==> config.mk <==
export PLATFORM = sky130hd
export DESIGN_NAME = instr_fetch_unit
export DESIGN_NICKNAME = d
export VERILOG_FILES = /design/src/rtl/instr_fetch_unit_pkg.sv /design/src/rtl/ifetch_timer.sv /design/src/rtl/instr_fetch_unit.sv
export SDC_FILE = /design/constraint.sdc
export NUM_CORES = 1
export LEC_CHECK = 0
export ABC_AREA = 1
export ABC_CLOCK_PERIOD_IN_PS = 5400
export CAP_MARGIN = 20
export CORE_MARGIN = 3
export CORE_UTILIZATION = 52
export DETAILED_ROUTE_END_ITERATION = 10
export HOLD_SLACK_MARGIN = 0.06
export PLACE_DENSITY = 0.87
export SETUP_SLACK_MARGIN = 0.5
export SLEW_MARGIN = 15
export SYNTH_ARGS = -nofsm -noshare
export SYNTH_HDL_FRONTEND = slang
export SYNTH_SLANG_ARGS = --single-unit
==> constraint.sdc <==
create_clock -name clk_i -period 5.4 [get_ports clk_i]
set_clock_uncertainty 0.15 [all_clocks]
set_input_delay 1.08 -clock clk_i [delete_from_list [all_inputs] [get_ports clk_i]]
set_output_delay 1.08 -clock clk_i [all_outputs]
set_load 0.02 [all_outputs]
==> src/rtl/instr_fetch_unit_pkg.sv <==
// Shared types and constants for the instruction fetch stage.
package instr_fetch_unit_pkg;

    typedef enum logic [1:0] {
        ST_REQ  = 2'd0,
        ST_WAIT = 2'd1,
        ST_HOLD = 2'd2,
        ST_ERR  = 2'd3
    } fetch_state_e;

    localparam logic [31:0] NOP_INSTR_DEFAULT = 32'h0000_0000;
    localparam int unsigned OPCODE_MSB        = 31;
    localparam int unsigned OPCODE_LSB        = 26;
    localparam logic [31:0] WORD_BYTES        = 32'd4;

    function automatic logic [31:0] align_word(input logic [31:0] addr);
        return {addr[31:2], 2'b00};
    endfunction

endpackage

==> src/rtl/ifetch_timer.sv <==
// Wait-state counter for an outstanding fetch; flags the cycle whose increment reaches TIMEOUT.
module ifetch_timer #(
    parameter int unsigned TIMEOUT = 16
) (
    input  logic clk_i,
    input  logic rst_i,
    input  logic clear_i,
    input  logic en_i,
    output logic expire_o
);

    localparam int unsigned W = $clog2(TIMEOUT + 1);

    logic [W-1:0] count_q;
    logic [W-1:0] count_d;

    always_comb begin
        count_d = count_q;
        if (clear_i) begin
            count_d = '0;
        end else if (en_i) begin
            count_d = count_q + W'(1);
        end
    end

    always_ff @(posedge clk_i) begin
        if (!rst_i) begin
            count_q <= '0;
        end else begin
            count_q <= count_d;
        end
    end

    // Expiry is a function of registered count only, so it never loops back through clear_i.
    assign expire_o = en_i && (count_q == W'(TIMEOUT - 1));

endmodule

==> src/rtl/instr_fetch_unit.sv <==
// Fetch stage: PC, req/ack instruction-memory handshake, one registered output slot.
module instr_fetch_unit
    import instr_fetch_unit_pkg::*;
#(
    parameter logic [31:0] RESET_PC  = 32'h0000_0000,
    parameter int unsigned TIMEOUT   = 16,
    parameter logic [31:0] NOP_INSTR = NOP_INSTR_DEFAULT
) (
    input  logic        clk_i,
    input  logic        rst_i,
    output logic        imem_req_o,
    output logic [31:0] imem_addr_o,
    input  logic        imem_ack_i,
    input  logic [31:0] imem_rdata_i,
    input  logic        stall_i,
    input  logic        redirect_i,
    input  logic [31:0] redirect_pc_i,
    output logic [31:0] instr_o,
    output logic [5:0]  instr_op_o,
    output logic [31:0] pc_o,
    output logic [31:0] pc_plus4_o,
    output logic        instr_valid_o,
    output logic        misalign_o,
    output logic        fetch_err_o
);

    fetch_state_e state_q, state_d;
    logic [31:0]  pc_q, pc_d;
    logic [31:0]  addr_q, addr_d;
    logic [31:0]  instr_q, instr_d;
    logic [31:0]  pc_out_q, pc_out_d;
    logic         req_q, req_d;
    logic         valid_q, valid_d;
    logic         kill_q, kill_d;
    logic         misalign_q, misalign_d;
    logic         err_q, err_d;
    logic         timer_expire;

    ifetch_timer #(.TIMEOUT(TIMEOUT)) u_timer (
        .clk_i    (clk_i),
        .rst_i    (rst_i),
        .clear_i  (state_d != ST_WAIT),
        .en_i     (state_q == ST_WAIT),
        .expire_o (timer_expire)
    );

    always_comb begin
        state_d    = state_q;
        pc_d       = pc_q;
        addr_d     = addr_q;
        instr_d    = instr_q;
        pc_out_d   = pc_out_q;
        req_d      = req_q;
        valid_d    = valid_q;
        kill_d     = kill_q;
        misalign_d = 1'b0;
        err_d      = err_q;

        // A live instruction leaves the slot whenever downstream is not stalling.
        if (valid_q && !stall_i) begin
            valid_d = 1'b0;
            instr_d = NOP_INSTR;
        end

        case (state_q)
            ST_REQ: begin
                if (!valid_q || !stall_i) begin
                    req_d   = 1'b1;
                    addr_d  = pc_q;
                    state_d = ST_WAIT;
                end else begin
                    state_d = ST_HOLD;
                end
            end
            ST_WAIT: begin
                if (imem_ack_i) begin
                    req_d   = 1'b0;
                    state_d = ST_REQ;
                    if (kill_q) begin
                        kill_d = 1'b0;
                    end else begin
                        instr_d  = imem_rdata_i;
                        pc_out_d = pc_q;
                        valid_d  = 1'b1;
                        pc_d     = pc_q + WORD_BYTES;
                    end
                end else if (timer_expire) begin
                    req_d   = 1'b0;
                    err_d   = 1'b1;
                    valid_d = 1'b0;
                    instr_d = NOP_INSTR;
                    state_d = ST_ERR;
                end
            end
            ST_HOLD: begin
                if (!stall_i) begin
                    state_d = ST_REQ;
                end
            end
            ST_ERR: begin
                req_d   = 1'b0;
                valid_d = 1'b0;
                instr_d = NOP_INSTR;
            end
            default: begin
                state_d = ST_REQ;
            end
        endcase

        // Redirect overrides everything; an unacked request stays open and its data is dropped later.
        if (redirect_i && (state_q != ST_ERR)) begin
            pc_d       = align_word(redirect_pc_i);
            valid_d    = 1'b0;
            instr_d    = NOP_INSTR;
            misalign_d = |redirect_pc_i[1:0];
            err_d      = err_q;
            if ((state_q == ST_WAIT) && !imem_ack_i) begin
                kill_d  = 1'b1;
                req_d   = 1'b1;
                state_d = ST_WAIT;
            end else begin
                kill_d  = 1'b0;
                req_d   = 1'b0;
                state_d = ST_REQ;
            end
        end
    end

    always_ff @(posedge clk_i) begin
        if (!rst_i) begin
            state_q    <= ST_REQ;
            pc_q       <= RESET_PC;
            addr_q     <= RESET_PC;
            instr_q    <= NOP_INSTR;
            pc_out_q   <= RESET_PC;
            req_q      <= 1'b0;
            valid_q    <= 1'b0;
            kill_q     <= 1'b0;
            misalign_q <= 1'b0;
            err_q      <= 1'b0;
        end else begin
            state_q    <= state_d;
            pc_q       <= pc_d;
            addr_q     <= addr_d;
            instr_q    <= instr_d;
            pc_out_q   <= pc_out_d;
            req_q      <= req_d;
            valid_q    <= valid_d;
            kill_q     <= kill_d;
            misalign_q <= misalign_d;
            err_q      <= err_d;
        end
    end

    assign imem_req_o    = req_q;
    assign imem_addr_o   = addr_q;
    assign instr_o       = instr_q;
    assign instr_op_o    = instr_q[OPCODE_MSB:OPCODE_LSB];
    assign pc_o          = pc_out_q;
    assign pc_plus4_o    = pc_out_q + WORD_BYTES;
    assign instr_valid_o = valid_q;
    assign misalign_o    = misalign_q;
    assign fetch_err_o   = err_q;

endmodule

==> metrics.cfg <==
[outcome]
status=complete, no violations

[floorplanning]
ios=207
initial_core_util=0.5465
core.rowCount=41
die_h_microns=122.6
core_region_area_sq_um=12930
dieArea_sq_um=15020
die_x_microns=122.6

[routing]
drtAntennaViolNets=0
routedWlPerCell_microns=16.69
drt_iter0_markers=871
drc=0
dr.pass1.iters=5
vias_per_cell=5.737
wirelength_mm=22.79
routed-via-count=7837

[cells_and_area]
area_delta_synth_final_pct=36.79
finalNonFillerCells=1366
drive_gt1_frac=0.05444
finish.utilization=0.7475
fillers=1005
nets=1254
diodes=0

[worst_setup_path]
reg2reg_depth=10
slowest_stage=clkdlybuf4s50_1
crit_path_start_kind=register
r2r_slack_ps=2730
max_stage_delay_ps=620
reg2reg_from=state_q[0]
arrival_ps=2670
end_kind=output pin
critical_path_class=register to output pin
cp_max_fo=5
timing.rr.end=u_timer.count_q[1]
worstPathCellList=ha_1, nand2_1, nor3_4, nand2_2, nor2_2, nand2_1, nor2_2, xor2_1, clkdlybuf4s50_1
crit_required_ps=4170

[synthesis]
ys_ff_latch=134
netlist_area_sq_um=7064
avgSynthCellArea_sq_um=6.960
ys_seq_area_frac=0.3797
synth.distinct_cells=37
yosys_warnings=0
synthCells=1015

[place]
gp_congestion=0.9699
dp_hpwl_mm=16.24
place_ws_ps=1924
port_buffers=200
placed_cells=1334

[timing]
rsz0062_at_grt=false
slew_violations=0
fmax_mhz=256.3
relSlewSlack=0.3326
hold_viol=0
timing.final.crit_share=0.7225
timing.final.ws_setup_ps=1499
worst_pin_slew_ps=998.7
whs_ps=312.6
setup_tns_ps=0
setup_violations=0
period_needed_ps=3901

[hold_path]
hold_start=u_timer.count_q[4]
min_to=u_timer.count_q[4]
holdPathStages=2
hp-class=register to register

[power_and_ir_drop]
swShare=0.2702
p_clk_frac=0.439
internal_power_mw=2.005
power_switching_mw=0.7420
peakVddDrop_mv=0.2161
p_leak_nw=3.536
p_per_area_nw_per_um2=284.2
seq_power_share=0.400
power_frac_comb=0.161

[clock_tree]
cts.sinks=134
cts_resized=0
path_clk_slew_ps=60
post_cts.repair.setup_buffers=0
cts_hold_buffers=0
htree_levels=4
cts_root_buffer=clkbuf_16
insertion_delay_ps=420
cts_buffer_depth=2
cts_made_buffers=17
cts_tree=built

[run]
drv_cap=0

[global_routing]
grtUsageTotal=0.2978
grt_pass1_wl_mm=35.33
antenna_found_initial=0
grt_max_degree=67
grt_overflow_total=0
grt_pass1_vias=6951

==> logic make-up after synthesis <==
group | Yosys count | synth area share
flip-flops | 134 | 0.3797
XOR/XNOR | 29 | 0.03595
AND/OR/NAND/NOR | 435 | 0.2591
adder cells (fa/ha/maj) | 4 | 0.007085
AO/OA/AOI/OAI | 281 | 0.2372
other | 1 | 0.0005308
buffers and inverters | 131 | 0.08041
==> Yosys cell counts <==
cell	number	area (sq um)
a21oi_4	1	16.27
buf_1	3	11.26
nand3b_1	1	7.510
buf_2	22	110.1
nor3_1	13	65.06
inv_2	7	26.28
o211ai_1	1	7.510
clkinv_1	1	3.750
nand2_2	1	6.260
conb_1	1	3.750
nor2_1	111	416.7
o31ai_1	2	15.01
nand3_1	62	310.3
and3_1	1	6.260
o21bai_1	2	15.01
o21ai_1	1	5.000
clkbuf_1	30	112.6
nand4_1	11	68.82
a22o_1	32	280.3
o2111ai_1	32	280.3
nor2_4	1	11.26
inv_1	55	206.5
and2_1	2	12.51
buf_4	13	97.59
dfxtp_1	134	2683
nor2_2	8	50.05
xor2_1	19	166.4
nand2_1	217	814.5
nor4_1	1	6.260
nor3_2	2	20.02
xnor2_1	10	87.58
a211oi_1	2	15.01
ha_1	4	50.05
or2_2	3	18.77
o21ai_0	85	425.4
a21oi_1	123	615.6
nor3_4	1	16.27
==> how the worst max path moves through the flow <==
| stage | from | endpoint | slack [ps] | cells after the start |
|---|---|---|---|---|
| final | pc_o[2] | pc_plus4_o[18] | 1500 | 9 |
| after global routing | pc_o[2] | pc_plus4_o[18] | 1270 | 9 |
| after CTS | pc_o[2] | pc_plus4_o[18] | 1480 | 9 |
| after detailed placement | pc_o[2] | pc_plus4_o[18] | 1920 | 9 |
| after global placement | stall_i | instr_o[21] | 1980 | 7 |
| after floorplan | pc_o[2] | pc_plus4_o[18] | 2310 | 8 |
==> metrics by stage <==
step	power [mW]	cell area, sq um
floorplan	1.347	7083
global placement	1.547	9034
detailed placement	1.552	9049
CTS	2.748	9663
global route	2.838	9663
finish	2.747	9663
==> critical path: cells and delay by family (launching register included) <==
family                     cells  cell delay [ps]
and+or+nand+nor                6              880
buffers and inverters          1              620
DFF                            1              400
adders and majority gates      1              190
xor gates and xnor gates       1              150
==> final cells by class <==
| type | instances | area, sq um | area share |
|---|---|---|---|
| clock inverters | 12 | 177.7 | 0.01839 |
| multi-input cells | 755 | 3835 | 0.3969 |
| inverters | 63 | 236.5 | 0.02447 |
| flip-flops and latches | 134 | 2683 | 0.2776 |
| clock buffers | 20 | 436.7 | 0.04519 |
| well taps | 172 | 215.2 | 0.02227 |
| repair buffers | 210 | 2079 | 0.2152 |
==> registers in the layout, indices dropped and copies added (netlist names) <==
name	count
kill_q	1
instr_valid_o	1
imem_addr_o	30
instr_o	32
pc_q	30
fetch_err_o	1
pc_o	30
u_timer.count_q	5
misalign_o	1
state_q	2
imem_req_o	1
==> power by group through the flow <==
stage,Combinational (mW),Sequential (mW),Clock [mW]
6_report,0.442,1.10,1.21
5_1_grt,0.477,1.10,1.26
4_1_cts,0.440,1.10,1.21
3_5_place_dp,0.435,1.12,0
3_3_place_gp,0.431,1.12,0
2_1_floorplan,0.205,1.14,0
==> cell usage in the layout, fill, tap and decap left out, drive strengths merged <==
cell,instances
a211oi,2
a21oi,124
a22o,32
and2,2
and3,1
buf,11
bufinv,4
clkbuf,20
clkdlybuf4s50,199
clkinv,4
clkinvlp,4
conb,6
dfxtp,134
ha,4
inv,63
nand2,218
nand3,62
nand3b,1
nand4,11
nor2,120
nor3,16
nor4,1
o2111ai,32
o211ai,1
o21ai,86
o21bai,2
o31ai,2
or2,3
xnor2,10
xor2,19
==> layer usage <==
| layer | track usage | up-vias | wire [microns] | share of wire |
|---|---|---|---|---|
| li1 | - | 3781 | - | - |
| met1 | 0.3958 | 3632 | 9655 | 0.42 |
| met2 | 0.4868 | 382 | 10710 | 0.47 |
| met3 | 0.05714 | 42 | 1807 | 0.079 |
| met4 | 0.1008 | 0 | 616 | 0.027 |
| met5 | 0 | - | 0 | 0 |
No activity file was read; power rests on OpenSTA's default activity.
